$ cat config.mk
export PLATFORM = sky130hd
export DESIGN_NAME = apb_mem_completer
export DESIGN_NICKNAME = d
export VERILOG_FILES = /design/src/rtl/apb_pkg.sv /design/src/rtl/apb_mem_array.sv /design/src/rtl/apb_mem_completer.sv
export SDC_FILE = /design/constraint.sdc
export NUM_CORES = 1
export LEC_CHECK = 0
export ABC_AREA = 1
export CORE_MARGIN = 2
export CORE_UTILIZATION = 39
export CTS_CLUSTER_SIZE = 30
export DETAILED_ROUTE_END_ITERATION = 12
export HOLD_SLACK_MARGIN = 0.15
export SYNTH_ARGS = -nofsm -noshare
export SYNTH_HDL_FRONTEND = slang
export SYNTH_SLANG_ARGS = --single-unit
$ cat constraint.sdc
create_clock -name PCLK -period 2.2 [get_ports PCLK]
set_clock_uncertainty 0.05 [all_clocks]
set_input_delay 0.33 -clock PCLK [delete_from_list [all_inputs] [get_ports PCLK]]
set_output_delay 0.33 -clock PCLK [all_outputs]
set_load 0.03 [all_outputs]
$ cat src/rtl/apb_pkg.sv
// Shared definitions for the APB memory completer: bus geometry defaults
// and the transfer FSM state type.
package apb_pkg;

    localparam int APB_ADDR_W = 9;
    localparam int APB_DATA_W = 8;
    localparam int APB_DEPTH  = 64;

    // IDLE waits for a setup phase; ACCESS counts wait states and completes.
    typedef enum logic {
        IDLE   = 1'b0,
        ACCESS = 1'b1
    } apb_state_t;

    // Width of a down-counter that must hold the value n (never below 1 bit).
    function automatic int cnt_width(input int n);
        return (n > 0) ? $clog2(n + 1) : 1;
    endfunction

endpackage

$ cat src/rtl/apb_mem_array.sv
// DEPTH x DATA_W register array: synchronous clear, one write port,
// one combinational read port.
module apb_mem_array
    import apb_pkg::*;
#(
    parameter int DEPTH  = APB_DEPTH,
    parameter int DATA_W = APB_DATA_W,
    parameter int AW     = $clog2(DEPTH)
) (
    input  logic              clk,
    input  logic              rst,
    input  logic              we,
    input  logic [AW-1:0]     waddr,
    input  logic [DATA_W-1:0] wdata,
    input  logic [AW-1:0]     raddr,
    output logic [DATA_W-1:0] rdata
);

    logic [DATA_W-1:0] mem [DEPTH];

    // Storage: reset clears every word, otherwise commit the single write port.
    always_ff @(posedge clk) begin
        if (rst) begin
            for (int i = 0; i < DEPTH; i++) begin
                mem[i] <= '0;
            end
        end else if (we) begin
            mem[waddr] <= wdata;
        end
    end

    // Asynchronous read so data is available in the completing access cycle.
    always_comb begin
        rdata = mem[raddr];
    end

endmodule

$ cat src/rtl/apb_mem_completer.sv
// APB completer fronting a small register array. Tracks setup/access
// phases, stretches each access by WAIT_CYCLES through PREADY, flags
// out-of-range addresses through PSLVERR and commits writes on completion.
module apb_mem_completer
    import apb_pkg::*;
#(
    parameter int ADDR_W      = APB_ADDR_W,
    parameter int DATA_W      = APB_DATA_W,
    parameter int DEPTH       = APB_DEPTH,
    parameter int WAIT_CYCLES = 1
) (
    input  logic              PCLK,
    input  logic              PRESET,
    input  logic              PSEL,
    input  logic              PENABLE,
    input  logic              PWRITE,
    input  logic [ADDR_W-1:0] PADDR,
    input  logic [DATA_W-1:0] PWDATA,
    output logic [DATA_W-1:0] PRDATA,
    output logic              PREADY,
    output logic              PSLVERR
);

    localparam int                AW        = $clog2(DEPTH);
    localparam int                CNT_W     = cnt_width(WAIT_CYCLES);
    localparam logic [CNT_W-1:0]  WAIT_LOAD = CNT_W'(WAIT_CYCLES);
    // One extra bit so DEPTH itself is representable even when it equals 2**ADDR_W.
    localparam logic [ADDR_W:0]   DEPTH_EXT = (ADDR_W+1)'(DEPTH);

    apb_state_t        state, state_d;
    logic [CNT_W-1:0]  cnt, cnt_d;
    logic [ADDR_W-1:0] addr_q;
    logic              write_q;
    logic              load;
    logic              err;
    logic              we;
    logic [DATA_W-1:0] mem_rdata;

    // Range check on the full latched address; no aliasing into the array.
    always_comb begin
        err = ({1'b0, addr_q} >= DEPTH_EXT);
    end

    // Next-state logic: setup detection, wait countdown, completion and abort.
    always_comb begin
        state_d = state;
        cnt_d   = cnt;
        load    = 1'b0;
        PREADY  = 1'b0;
        case (state)
            IDLE: begin
                // PSEL&PENABLE without a prior setup is ignored here.
                if (PSEL && !PENABLE) begin
                    state_d = ACCESS;
                    load    = 1'b1;
                    cnt_d   = WAIT_LOAD;
                end
            end
            ACCESS: begin
                if (!PSEL) begin
                    state_d = IDLE;               // abort, nothing commits
                end else if (!PENABLE) begin
                    load    = 1'b1;               // fresh setup restarts the transfer
                    cnt_d   = WAIT_LOAD;
                end else if (cnt != '0) begin
                    cnt_d   = cnt - CNT_W'(1);
                end else begin
                    PREADY  = 1'b1;
                    state_d = IDLE;
                end
            end
            default: state_d = IDLE;
        endcase
    end

    // State, wait counter and setup-phase latches.
    always_ff @(posedge PCLK) begin
        if (PRESET) begin
            state   <= IDLE;
            cnt     <= '0;
            addr_q  <= '0;
            write_q <= 1'b0;
        end else begin
            state <= state_d;
            cnt   <= cnt_d;
            if (load) begin
                addr_q  <= PADDR;
                write_q <= PWRITE;
            end
        end
    end

    // Writes commit only on a good completion; PWDATA is taken at that edge.
    always_comb begin
        we = PREADY && write_q && !err;
    end

    apb_mem_array #(
        .DEPTH  (DEPTH),
        .DATA_W (DATA_W),
        .AW     (AW)
    ) u_mem (
        .clk   (PCLK),
        .rst   (PRESET),
        .we    (we),
        .waddr (addr_q[AW-1:0]),
        .wdata (PWDATA),
        .raddr (addr_q[AW-1:0]),
        .rdata (mem_rdata)
    );

    // Response muxing: data and error only while the transfer completes.
    always_comb begin
        PSLVERR = PREADY && err;
        PRDATA  = (PREADY && !write_q && !err) ? mem_rdata : '0;
    end

endmodule

==> impl_metrics.ini <==
[outcome]
status = complete, but fails checks
violations_in_the_final_reports = setup timing

[synth]
yosysSeqAreaShare = 0.661
yosys.area.top_type = edfxtp_1
synth_enable_flop_cells = 512
postSynthAreaPerCell_um2 = 9.50
synth_cell_types = 21
yosys.area.top_type_share = 0.646
synth_top_cells_by_area = edfxtp_1 (65%), nand2_1 (12%), nand3_1 (9.1%)
synth.yosys.warnings = 0
ys_top_cells_by_count = nand2_1 (768), nor2_1 (528), edfxtp_1 (512)
syn-cell-area_um2 = 23800
synth.net_count = 2528
ys_seq_elements = 530
synth.most_common_cell = nand2_1
postSynth.asyncResetShare = 0
post_synth_inst_count = 2506
ys.flop_type = edfxtp_1

[sta]
max_freq_mhz = 340
rsz0062_at_grt = true
period_minus_slack_ns = 2.94
worst_slew_pin_slew_ns = 0.900
final_hold_viol_count = 0
report.final.slew_viol_count = 0
timing.final.setup_violations = 45
fin_ws_ns = -0.740
finalCritPeriodShare = 1.34
relSlewSlack = 0.399
final.setup.tns_ns = -6.92
holdWs_ns = 0.306

[clocking]
cts_tree = built
clk_transition_reported_paths_ns = 0.06
clock_latency_ns = 0.63
clkSinkCount = 530
cts-root-buf = clkbuf_16
h-tree-depth = 2
cts.path.max_buffers = 3
cts_inserted_buffers = 56

[routing]
detailedRoute.firstPassIterationCount = 7
avgRoutedWirePerCell_um = 21.2
route.detailed.vias_per_inst = 5.43
number_of_drc_markers_after_the_initial_detailed_route_iteration = 2188
wl_mm = 74.3
drt.antenna.violating_nets = 0
dr_total_vias = 19100
drc_errors = 0

[worst_setup_path]
critPathSlowestCell = dfxtp_4
worst_ep_required_time_ns = 1.82
reg2reg_from = addr_q[8]
critical_path_class = reg -> out
cp-end-kind = output pin
cp_cell_sequence = buf_12 -> clkbuf_16 -> clkbuf_16 -> nand2_1 -> nand3_1 -> nand3_2 -> nand2_2 -> nand2_2 -> nand3_2 -> nand3_4 -> a21oi_4 -> buf_12
timing.reg2reg.worst_path_depth = 13
critical_path.max_fanout = 5
timing.critical_path.from_type = flip-flop
timing.rr.end = u_mem.mem[11][7]
worst-r2r-setup-slack_ns = -0.09
worst_ep_arrival_time_ns = 2.56
slowest_delay_ns = 0.37

[finish]
postLayoutCoreUtil = 0.526
layout.cells.non_filler = 3513
layout-area-overhead-vs-synth_pct = 33.5
antenna_cells = 0
design.final.nets = 2705
post_route_cells_drive_above_1_share = 0.260
fill_cells = 5184
finalInstanceArea_um2 = 31800

[global_route]
global_router_s_overall_resource_usage = 0.222
grt_first_pass_wirelength_mm = 106
number_of_global_route_vias_before_repair = 18300
grt_start_max_net_pins = 65
initial_antenna_violation_count = 0
globalRouteOverflowTotal = 0

[flow_run]
drv.max_cap_violation_count = 0

[die]
chipHeight_um = 251
dieArea_um2 = 63000
placeableCoreArea_um2 = 60400
rows = 90
initial_utilization = 0.394
die_w_um = 251
top_level_ports = 32

[power]
seq_power_share = 0.479
switching_power_mw = 5.94
power.density_nw_per_um2 = 756
p_sw_frac = 0.247
ir_drop_mv = 0.624
internal_power_mw = 18.1
power.combinational.fraction = 0.119
total_leakage_power_nw = 12.8
total_power_mw = 24.0
share_clk_of_total_power = 0.402

[hold_path]
worst_hold_path.endpoint = addr_q[8]
timing.hold.worst.class = in -> reg
holdPathStages = 3
holdCritStartpoint = PADDR[8]

[placed_design]
gpl.final_weighted_congestion = 0.885
dpl.hpwl_mm = 44.2
dp.cells = 3368
portBuffers = 31
placement.setup.worst_slack_ns = -0.484
dpl_cell_area_um2 = 27200
[sequential cells by signal (all words and copies together) (netlist names), named ones only]
name       count
u_mem.mem    512
addr_q         9
cnt            1
state          1
write_q        1
[metal layers]
| metal | vias up | track usage | routed length, um |
|---|---|---|---|
| li1 | 8787 | - | - |
| met1 | 9224 | 0.301 | 30700 |
| met2 | 925 | 0.357 | 34800 |
| met3 | 155 | 0.0380 | 6510 |
| met4 | 0 | 0.0893 | 2350 |
| met5 | - | 0 | 0 |
[repair_timing]
item | CTS | global route
setup buffers | 4 | 17
pin swaps | 18 | 99
gates resized for setup | 70 | 416
gates cloned | 6 | 25
hold buffers | 0 | 0
endpoints found under the setup margin | 246 | 691
hold endpoints to repair | 0 | 0
[worst max-delay path: cells and delay by family, from the launching register on]
| family | cells | cell delay, ns |
|---|---|---|
| simple gates | 7 | 0.64 |
| flops | 1 | 0.37 |
| buf+inv | 4 | 0.68 |
| compound gates | 1 | 0.23 |
[power groups by stage]
stage	Combinational [mW]	Sequential [mW]	Clock (mW)
after floorplan	1.22	11.6	0
after CTS	2.37	11.5	9.76
after global routing	3.02	11.5	10.1
after detailed placement	2.21	11.7	0
after global placement	2.18	11.7	0
final	2.85	11.5	9.67
[area by class of cell]
type	count	area, um^2	share of cell area
clock buffer	70	1520	0.0477
sequential	530	15700	0.496
multi-input combinational	1780	9100	0.287
clock inverter	36	354	0.0111
timing repair inverter	1	30.0	0.000945
tap	782	978	0.0308
timing repair buffer	288	3920	0.123
inverter	26	128	0.00402
[how the worst max path moves through the flow]
stage	start	endpoint	slack (ns)	cells after the start
floorplan	flip-flop	PRDATA[1]	-0.02	12
global placement	PSEL	u_mem.mem[56][5]	-0.45	11
detailed placement	PSEL	u_mem.mem[56][5]	-0.48	11
CTS	flip-flop	PRDATA[0]	-0.79	12
global route	flip-flop	PRDATA[5]	-0.80	12
finish	flip-flop	PRDATA[5]	-0.74	12
[cells in the final DEF, fill, tap and decap left out, drive strengths merged]
master,Yosys,routed
o21ai,10,10
nor3,9,9
buf,14,246
nand4,1,1
nand3,433,433
a21oi,15,15
nor4,1,1
inv,23,23
clkbuf,156,91
nand2,776,776
edfxtp,512,512
clkinv,3,30
nor2,532,532
clkinvlp,0,3
bufinv,0,7
or2,3,3
dfxtp,18,18
clkdlybuf4s50,0,21
[cells by family after synthesis]
| kind of cell | Yosys count | share of synthesized area |
|---|---|---|
| AOI/OAI and AO/OA | 25 | 0.00526 |
| buffers and inverters | 196 | 0.0309 |
| DFF | 530 | 0.661 |
| and+or+nand+nor | 1755 | 0.303 |
Note: power is estimated with default switching activity, not from simulation.
